==> config.mk <==
export PLATFORM = sky130hd
export DESIGN_NAME = ram_bist
export DESIGN_NICKNAME = d
export VERILOG_FILES = /design/src/rtl/ram_pkg.sv /design/src/rtl/ram_pattern_gen.sv /design/src/rtl/ram_bist.sv
export SDC_FILE = /design/constraint.sdc
export NUM_CORES = 1
export LEC_CHECK = 0
export ABC_AREA = 1
export ABC_CLOCK_PERIOD_IN_PS = 3990
export BUFFER_PORTS_ARGS = -buffer_cell sky130_fd_sc_hd__clkbuf_2
export CORE_MARGIN = 2
export CORE_UTILIZATION = 60
export CTS_CLUSTER_SIZE = 25
export DETAILED_ROUTE_END_ITERATION = 8
export GPL_TIMING_DRIVEN = 1
export PLACE_DENSITY = 0.92
export SYNTH_ARGS = -nofsm -noshare
export SYNTH_HDL_FRONTEND = slang
export SYNTH_HIERARCHICAL = 1
export SYNTH_SLANG_ARGS = --single-unit
==> constraint.sdc <==
create_clock -name clk -period 3.99 [get_ports clk]
set_input_delay 0.798 -clock clk [delete_from_list [all_inputs] [get_ports clk]]
set_output_delay 0.798 -clock clk [all_outputs]
set_load 0.03 [all_outputs]
==> src/rtl/ram_pkg.sv <==
// Shared constants for the RAM driver and its built-in self-test controller.
package ram_pkg;

  // BIST controller state encodings
  localparam logic [2:0] StIdle   = 3'd0;
  localparam logic [2:0] StWrReq  = 3'd1;
  localparam logic [2:0] StWrWait = 3'd2;
  localparam logic [2:0] StRdReq  = 3'd3;
  localparam logic [2:0] StRdWait = 3'd4;
  localparam logic [2:0] StCheck  = 3'd5;
  localparam logic [2:0] StFinish = 3'd6;

  // Test pattern select codes
  localparam logic [1:0] ModeAddr    = 2'd0;
  localparam logic [1:0] ModeInvAddr = 2'd1;
  localparam logic [1:0] ModeChecker = 2'd2;
  localparam logic [1:0] ModeWalkOne = 2'd3;

  // RAM driver geometry: one bank-select bit above a 20-bit SRAM word address
  localparam int unsigned SramAddrWidth = 20;
  localparam int unsigned BankSelBit    = SramAddrWidth;
  localparam int unsigned DrvAddrWidth  = SramAddrWidth + 1;
  localparam int unsigned DrvDataWidth  = 32;

endpackage

==> src/rtl/ram_pattern_gen.sv <==
// Combinational test-pattern generator: maps a word address to its BIST data word.
module ram_pattern_gen
  import ram_pkg::*;
#(
  parameter int unsigned ADDR_WIDTH = 21,
  parameter int unsigned DATA_WIDTH = 32
) (
  input  logic [1:0]            mode,
  input  logic [ADDR_WIDTH-1:0] addr,
  output logic [DATA_WIDTH-1:0] data
);

  logic [ADDR_WIDTH+DATA_WIDTH-1:0] addr_ext;
  logic [DATA_WIDTH-1:0]            addr_pat;
  logic [DATA_WIDTH-1:0]            check_pat;
  logic [DATA_WIDTH-1:0]            walk_pat;
  logic [ADDR_WIDTH-1:0]            bit_idx;

  // Padding first lets one slice cover both the zero-extend and truncate cases
  assign addr_ext = {{DATA_WIDTH{1'b0}}, addr};
  assign addr_pat = addr_ext[DATA_WIDTH-1:0];
  assign bit_idx  = addr % ADDR_WIDTH'(DATA_WIDTH);
  assign walk_pat = {{(DATA_WIDTH-1){1'b0}}, 1'b1} << bit_idx;

  // 0x5 nibbles on even addresses, 0xA nibbles on odd addresses
  always_comb begin
    check_pat = '0;
    for (int i = 0; i < DATA_WIDTH; i++) begin
      check_pat[i] = (i % 2 == 0) ? ~addr[0] : addr[0];
    end
  end

  // Pattern select
  always_comb begin
    case (mode)
      ModeAddr:    data = addr_pat;
      ModeInvAddr: data = ~addr_pat;
      ModeChecker: data = check_pat;
      ModeWalkOne: data = walk_pat;
      default:     data = addr_pat;
    endcase
  end

endmodule

==> src/rtl/ram_bist.sv <==
// RAM built-in self-test: writes a pattern over [addr_lo, addr_hi], reads it back and
// reports mismatches, with a per-response timeout.
module ram_bist
  import ram_pkg::*;
#(
  parameter int unsigned ADDR_WIDTH = 21,
  parameter int unsigned DATA_WIDTH = 32,
  parameter int unsigned ERR_WIDTH  = 16,
  parameter int unsigned TIMEOUT    = 255
) (
  input  logic                  clk,
  input  logic                  rst,
  input  logic                  start,
  input  logic [1:0]            mode,
  input  logic [ADDR_WIDTH-1:0] addr_lo,
  input  logic [ADDR_WIDTH-1:0] addr_hi,
  output logic                  busy,
  output logic                  done,
  output logic                  pass,
  output logic                  timeout_err,
  output logic [ERR_WIDTH-1:0]  err_count,
  output logic [ADDR_WIDTH-1:0] first_err_addr,
  output logic [DATA_WIDTH-1:0] first_err_data,
  output logic                  mem_read_req,
  output logic                  mem_write_req,
  output logic [ADDR_WIDTH-1:0] mem_addr,
  output logic [DATA_WIDTH-1:0] mem_wdata,
  input  logic [DATA_WIDTH-1:0] mem_rdata,
  input  logic                  mem_write_done,
  input  logic                  mem_read_ready
);

  localparam int unsigned WaitWidth = (TIMEOUT < 1) ? 1 : $clog2(TIMEOUT + 1);
  localparam logic [WaitWidth-1:0] WaitMax = WaitWidth'(TIMEOUT);

  logic [2:0]            state_q, state_d;
  logic                  start_q;
  logic [1:0]            mode_q, mode_d;
  logic [ADDR_WIDTH-1:0] lo_q, lo_d, hi_q, hi_d, cur_q, cur_d;
  logic [WaitWidth-1:0]  wait_q, wait_d;
  logic [DATA_WIDTH-1:0] rdata_q, rdata_d;
  logic                  pass_q, pass_d, tmo_q, tmo_d;
  logic [ERR_WIDTH-1:0]  err_q, err_d;
  logic [ADDR_WIDTH-1:0] fea_q, fea_d, mem_addr_q, mem_addr_d;
  logic [DATA_WIDTH-1:0] fed_q, fed_d, mem_wdata_q, mem_wdata_d;
  logic [DATA_WIDTH-1:0] wr_pattern, exp_pattern;
  logic                  start_edge, range_err, last_addr, mismatch;

  assign start_edge = start & ~start_q;
  assign range_err  = lo_q > hi_q;
  assign last_addr  = cur_q == hi_q;
  assign mismatch   = rdata_q != exp_pattern;

  // Write data is generated for the address about to be requested
  ram_pattern_gen #(.ADDR_WIDTH(ADDR_WIDTH), .DATA_WIDTH(DATA_WIDTH)) u_wr_pattern (
    .mode (mode_d),
    .addr (cur_d),
    .data (wr_pattern)
  );

  ram_pattern_gen #(.ADDR_WIDTH(ADDR_WIDTH), .DATA_WIDTH(DATA_WIDTH)) u_exp_pattern (
    .mode (mode_q),
    .addr (cur_q),
    .data (exp_pattern)
  );

  // Sequencer next-state and status updates
  always_comb begin
    state_d = state_q;
    mode_d  = mode_q;
    lo_d    = lo_q;
    hi_d    = hi_q;
    cur_d   = cur_q;
    wait_d  = wait_q;
    rdata_d = rdata_q;
    pass_d  = pass_q;
    tmo_d   = tmo_q;
    err_d   = err_q;
    fea_d   = fea_q;
    fed_d   = fed_q;
    case (state_q)
      StIdle: begin
        if (start_edge) begin
          state_d = StWrReq;
          mode_d  = mode;
          lo_d    = addr_lo;
          hi_d    = addr_hi;
          cur_d   = addr_lo;
          pass_d  = 1'b0;
          tmo_d   = 1'b0;
          err_d   = '0;
          fea_d   = '0;
          fed_d   = '0;
        end
      end
      StWrReq: begin
        state_d = range_err ? StFinish : StWrWait;
        wait_d  = '0;
      end
      StWrWait: begin
        if (mem_write_done) begin
          if (last_addr) begin
            cur_d   = lo_q;
            state_d = StRdReq;
          end else begin
            cur_d   = cur_q + 1'b1;
            state_d = StWrReq;
          end
        end else if (wait_q == WaitMax) begin
          tmo_d   = 1'b1;
          state_d = StFinish;
        end else begin
          wait_d = wait_q + 1'b1;
        end
      end
      StRdReq: begin
        state_d = StRdWait;
        wait_d  = '0;
      end
      StRdWait: begin
        if (mem_read_ready) begin
          rdata_d = mem_rdata;
          state_d = StCheck;
        end else if (wait_q == WaitMax) begin
          tmo_d   = 1'b1;
          state_d = StFinish;
        end else begin
          wait_d = wait_q + 1'b1;
        end
      end
      StCheck: begin
        if (mismatch) begin
          if (err_q == '0) begin
            fea_d = cur_q;
            fed_d = rdata_q;
          end
          if (!(&err_q)) err_d = err_q + 1'b1;
        end
        if (last_addr) begin
          // Settle pass on entry so it is already valid while done is high
          pass_d  = (err_d == '0) && !tmo_q;
          state_d = StFinish;
        end else begin
          cur_d   = cur_q + 1'b1;
          state_d = StRdReq;
        end
      end
      StFinish: state_d = StIdle;
      default:  state_d = StIdle;
    endcase
  end

  // Request address/data load together with the move into a request state
  always_comb begin
    mem_addr_d  = mem_addr_q;
    mem_wdata_d = mem_wdata_q;
    if (state_d == StWrReq || state_d == StRdReq) mem_addr_d = cur_d;
    if (state_d == StWrReq) mem_wdata_d = wr_pattern;
  end

  // State and status registers with synchronous active-low reset
  always_ff @(posedge clk) begin
    if (!rst) begin
      state_q     <= StIdle;
      start_q     <= 1'b0;
      mode_q      <= '0;
      lo_q        <= '0;
      hi_q        <= '0;
      cur_q       <= '0;
      wait_q      <= '0;
      rdata_q     <= '0;
      pass_q      <= 1'b0;
      tmo_q       <= 1'b0;
      err_q       <= '0;
      fea_q       <= '0;
      fed_q       <= '0;
      mem_addr_q  <= '0;
      mem_wdata_q <= '0;
    end else begin
      state_q     <= state_d;
      start_q     <= start;
      mode_q      <= mode_d;
      lo_q        <= lo_d;
      hi_q        <= hi_d;
      cur_q       <= cur_d;
      wait_q      <= wait_d;
      rdata_q     <= rdata_d;
      pass_q      <= pass_d;
      tmo_q       <= tmo_d;
      err_q       <= err_d;
      fea_q       <= fea_d;
      fed_q       <= fed_d;
      mem_addr_q  <= mem_addr_d;
      mem_wdata_q <= mem_wdata_d;
    end
  end

  assign busy           = state_q != StIdle;
  assign done           = state_q == StFinish;
  assign mem_write_req  = (state_q == StWrReq) && !range_err;
  assign mem_read_req   = state_q == StRdReq;
  assign mem_addr       = mem_addr_q;
  assign mem_wdata      = mem_wdata_q;
  assign pass           = pass_q;
  assign timeout_err    = tmo_q;
  assign err_count      = err_q;
  assign first_err_addr = fea_q;
  assign first_err_data = fed_q;

endmodule

# Word-level counts from Yosys, hierarchy flattened
# Cells that the tools add are included.
dict set report totals {
  register_bits 233
  input_bits 81
  out_inout_bits 128
  word_cells 114
}
dict set report classes {
  n_addsub 3
  order_cmp 1
  n_eq_ne 23
  shifts 2
  mux 41
  bitwise 6
  reduce_logical 23
}
# cell n
set ops {}
lappend ops {{one-hot mux 32 bit (4 select lines)} 2}
lappend ops {{2-to-1 mux 21 bit} 7}
lappend ops {{2-to-1 mux 32 bit} 3}
lappend ops {{2-to-1 mux 16 bit} 4}
lappend ops {{NOT 21 -> 32 bit} 2}
lappend ops {{one-hot mux 32 bit (2 select lines)} 1}
lappend ops {{<< shifter 1 x 5 -> 32 bit (first input constant)} 2}
lappend ops {{one-hot mux 21 bit (3 select lines)} 1}
lappend ops {{one-hot mux 21 bit (2 select lines)} 1}
lappend ops {{zero test 16 bit} 2}
lappend ops {{!= test 32 bit} 1}
lappend ops {{one-hot mux 16 bit (2 select lines)} 1}
lappend ops {{2-to-1 mux 8 bit} 3}
lappend ops {{one-hot mux 8 bit (3 select lines)} 1}
lappend ops {{adder 21 x 1 -> 21 bit (second input constant)} 1}
lappend ops {{equality test 21 bit} 1}
lappend ops {{> comparator 21 bit} 1}
lappend ops {{2-to-1 mux 3 bit} 6}
lappend ops {{one-hot mux 3 bit (6 select lines)} 1}
lappend ops {{adder 16 x 1 -> 16 bit (second input constant)} 1}
lappend ops {{AND reduction 16 bit} 1}
lappend ops {{!= test 2 bit (second input constant)} 6}
lappend ops {{equality test 3 x 2 -> 1 bit (second input constant)} 3}
lappend ops {{equality test 3 bit (second input constant)} 3}
lappend ops {{other kinds (22)} 44}

# Logic depth before layout (Yosys ltp)
dict set report depth {
  depth_word 9
  ltp_mapped 24
  ltp_nobuf 22
}

# Cells and area by module
# Netlist, hierarchy kept.
# mod n_inst cells_each area_each_um2
set by_module_without_submodules {}
lappend by_module_without_submodules {ram_bist 1 1805 11790.1}
lappend by_module_without_submodules {ram_pattern_gen 2 168 795.8}

# Worst setup path before layout
# OpenSTA, ideal clock, no wires.
dict set report synth_path {
  kind {reg-to-output}
  start {register hi_q[20]}
  end {output mem_write_req}
  t_arrival_ns 2.023
  setup_slack_ns 1.169
  path_stages_with_launch 10
  path_buffers 0
  path_cell_list {dfxtp_1 -> inv_1 -> ha_1 -> nand4_1 -> inv_1 -> nand3_1 -> or2_2 -> inv_1 -> nand3_1 -> a21boi_0}
}
dict set report synth_between {
  elab_chain_len 3
}
# item line
set synth_rtl {}
lappend synth_rtl {{start, declared} ram_bist.sv:39} ;# logic [ADDR_WIDTH-1:0] lo_q, lo_d, hi_q, hi_d, cur_q, cur_d;
lappend synth_rtl {{start signal, assigned} ram_bist.sv:184} ;# hi_q <= hi_d;
lappend synth_rtl {{> comparator 21 bit} ram_bist.sv:50} ;# assign range_err = lo_q > hi_q;
lappend synth_rtl {{zero test 1 bit} ram_bist.sv:200} ;# assign mem_write_req = (state_q == StWrReq) && !range_err;
lappend synth_rtl {{logical AND 1 bit} ram_bist.sv:200}
lappend synth_rtl {{end, declared} ram_bist.sv:25} ;# output logic mem_write_req,
# No other way between the ends.

# Worst setup path in the final report
dict set report layout_path {
  start {register mode_q[0]}
  end {register fed_q[6], in the netlist first_err_data[6]}
}
dict set report layout_between {
  elab_chain_len 5
  word_cells_on_any_way 8
  cone_classes {5 x eq/ne; 1 x mux; 2 x reduce/logical}
}
# item line
set layout_rtl {}
lappend layout_rtl {{start, declared} ram_bist.sv:38} ;# logic [1:0] mode_q, mode_d;
lappend layout_rtl {{start signal, assigned} ram_bist.sv:182} ;# mode_q <= mode_d;
lappend layout_rtl {{equality test 2 bit (tied with other cells)} ram_pattern_gen.sv:35} ;# case (mode)
lappend layout_rtl {{one-hot mux 32 bit (4 select lines) (*)} ram_pattern_gen.sv:35}
lappend layout_rtl {{via exp_pattern[2]} ram_bist.sv:46} ;# logic [DATA_WIDTH-1:0] wr_pattern, exp_pattern;
lappend layout_rtl {{!= test 32 bit (*)} ram_bist.sv:52} ;# assign mismatch = rdata_q != exp_pattern;
lappend layout_rtl {{!= test 2 bit (no source line) (*)} n/a}
lappend layout_rtl {{AND reduction 4 bit (no source line) (*)} n/a}
lappend layout_rtl {{end signal, assigned} ram_bist.sv:176} ;# fed_q <= '0;
lappend layout_rtl {{end signal, assigned} ram_bist.sv:192} ;# fed_q <= fed_d;
lappend layout_rtl {{end, declared} ram_bist.sv:45} ;# logic [DATA_WIDTH-1:0] fed_q, fed_d, mem_wdata_q, mem_wdata_d;
# The timed path passes the listed nets; every way through them passes the cells marked *.
# A chain may end at the register's enable or synchronous reset.

==> impl_metrics.yaml <==
finish:
  multi_input_area_um2: 7348
  num_antenna_cells: 0
  area_growth_pct: 15.68
  layout-drive-gt1-share_pct: 14.58
  regArea_um2: 4664
  final_nets: 2422
  utilization_pct: 70.71
  fillCellCount: 1931
synthesis:
  synthCells: 2141
  synth_seq_area_share_pct: 34.86
  yosysUniqueCellTypes: 44
  yosys-top-cells-area: "dfxtp_1, nand2_1, a21oi_1"
  ys_warn_count: 6
  syn_area_um2: 13380
  synth-seq-cells: 233
  synth_nets: 2247
  syn_avg_cell_area_um2: 6.250
  synth_top_area_share_pct: 34.86
  yosysTopAreaCell: "dfxtp_1"
drt:
  drtAntennaViolNets: 0
  vias_per_cell: 5.655
  routed_wl_um: 44510
  wl_per_cell_um: 17.04
  first_pass_iters: 6
  drcViolationCount: 0
  dr_total_vias: 14770
  first_iter_violations: 1443
placed_design:
  finalWeightedCongestion: 1.025
  port_buffers: 208
  dp_hpwl_um: 32770
pwr:
  seq_power_share_pct: 35.6
  internal-power_w: 0.004747
  irDropWorstVdd_v: 0.0004209
  p_switching_w: 0.002979
  switching_share_pct: 38.56
  p_leak_nw: 7.277
  p_comb_share_pct: 34.0
  powerDensity_nw_per_um2: 499.1
  pwr-share-clk_pct: 30.4
timing:
  rsz0062_at_grt: "false"
  finalSetupViolCount: 0
  period_share_pct: 89.03
  finalClockSkew_ns: 0.01355
  period_needed_ns: 3.552
  finalSetupTns_ns: 0
  max_freq_mhz: 281.5
  hold_slack_ns: 0.4575
  slew_headroom_pct: 28.36
  final_max_slew_viol_count: 0
  worst_slew_pin_slew_ns: 1.071
  hold_violations: 0
grt:
  grt_pass1_vias: 13740
  grtUsageTotal_pct: 36.63
  grt_first_pass_wirelength_um: 70470
  grt_max_degree: 88
  grt_remaining_overflow: 0
  antenna_found_initial: 0
die:
  die_y_um: 153.3
  pin_count: 209
  initial_core_util_pct: 61.13
  num_rows: 54
  dieArea_um2: 23510
  core_um2: 21890
  die_x_um: 153.3
cts:
  cts_root_buf: "clkbuf_16"
  hold_buffers: 0
  worstSkewPairLatency_ns: 0.53
  cts_resized: 0
  clock-sinks: 233
  cts.path.max_buffers: 3
  numCtsBuffers: 25
  postCtsSetupBuffers: 0
  clkTransAtPathRegs_ns: 0.06
  cts_tree: "built"
  h-tree-depth: 1
hold_path:
  min_path_type: "reg2reg"
worst_setup_path:
  rrSetupSlack_ns: 0.44
  required_ns: 4.43
  critPathLaunchType: "flop"
  crit_type: "reg2reg"
  end_kind: "flop"
  cp_max_fo: 36
  critPathArrivalTime_ns: 3.99
flow_run:
  cap_violations: 0
outcome:
  outcome: "complete, no violations"
==> state kept, by name, indices dropped and copies added (netlist names), 8 cells and up <==
register,cells
cur_q,21
err_count,16
first_err_addr,21
first_err_data,32
hi_q,21
lo_q,21
mem_addr,21
mem_wdata,32
rdata_q,32
wait_q,8
==> power groups by stage <==
stage	Clock, W	Sequential, W	Combinational (W)
floorplan	0	0.00298	0.00159
finish	0.00235	0.00275	0.00262
global placement	0	0.00279	0.00252
global route	0.00244	0.00277	0.00288
detailed placement	0	0.00279	0.00255
CTS	0.00235	0.00274	0.00258
==> per-stage QoR <==
step / power (W) / area [um2] / instances / setup slack (ns)
finish: 0.007726 / 15480 / 2612 / 0.4378
global placement: 0.005301 / 14660 / 2569 / 0.6461
floorplan: 0.004567 / 13380 / 2141 / 1.169
detailed placement: 0.005345 / 14660 / 2569 / 0.5461
CTS: 0.007674 / 15480 / 2612 / 0.5496
global route: 0.008095 / 15480 / 2612 / 0.1126
==> cell usage after synthesis, drive strengths merged <==
cell and n:
nand2 637, nor2 302, dfxtp 233, inv 233, a21oi 220, o21ai 124, nand3 99, clkbuf 67
buf 38, nand4 38, xor2 26, ha 25, xnor2 24, or2 19, nor3 15, o211ai 10
o22ai 10, nor4 4, a21boi 3, clkinv 3, a211oi 2, a31oi 2, o21bai 2, o2bb2ai 2
a22oi 1, and2 1, nor3b 1
==> worst max-delay path, cell delays in order, from the launching register on <==
cell,delay [ns]
dfxtp_1,0.39
nor2_1,0.64
inv_2,0.27
nand2_2,0.25
nor2_1,0.06
a21oi_1,0.23
xnor2_1,0.18
nand2_1,0.08
nor2_1,0.10
nand2_1,0.06
nor2_1,0.12
nand2_1,0.11
nand3_1,0.11
nand2_1,0.09
inv_2,0.29
buf_12,0.24
nand2_1,0.08
a21oi_1,0.14
==> metal layers <==
layer  part of all wire, %  global-route usage (%)  wire length [um]  vias up
li1                      -                       -                 -     7136
met1                    39                   45.83             17300     6678
met2                    47                   62.01             20880      772
met3                   8.2                   4.480              3631      186
met4                   6.1                   19.18              2704        0
met5                     0                       0                 0        -
==> layout make-up <==
type / count / area share, %
timing repair buffer: 253 / 9.069
clock inverter: 6 / 0.5415
inverter: 236 / 5.739
clock buffer: 37 / 4.785
sequential: 233 / 30.13
tap: 280 / 2.263
multi-input combinational: 1567 / 47.47
==> cell usage in the layout (no fill, tap or decap), types with 26 or more instances in the layout <==
| master | count |
|---|---|
| o21ai_0 | 110 |
| dfxtp_1 | 233 |
| a21oi_1 | 219 |
| buf_4 | 43 |
| nand3_1 | 96 |
| inv_1 | 215 |
| clkbuf_2 | 208 |
| xor2_1 | 26 |
| nor2_1 | 291 |
| nand4_1 | 38 |
| nand2_1 | 631 |
==> final timing paths <==
path / depth (start not counted) / to / start
worst max register to register: 17 / first_err_data[6]$_SDFFE_PN0P_ / mode_q[0]$_SDFF_PN0_
worst min-delay path: 2 / first_err_addr[2]$_SDFFE_PN0P_ / first_err_addr[2]$_SDFFE_PN0P_
worst max-delay path: 17 / first_err_data[6]$_SDFFE_PN0P_ / mode_q[0]$_SDFF_PN0_
worst min register to register: 2 / first_err_addr[2]$_SDFFE_PN0P_ / first_err_addr[2]$_SDFFE_PN0P_
==> cell families after synthesis <==
family | count (synthesis) | share of synthesized area, %
AND/OR/NAND/NOR | 1116 | 34.69
adder cells (fa/ha/maj) | 25 | 2.338
flip-flops | 233 | 34.86
buffers and inverters | 341 | 10.25
AO/OA/AOI/OAI | 376 | 14.60
XOR/XNOR | 50 | 3.273
Note: power is estimated with default switching activity, not from simulation.
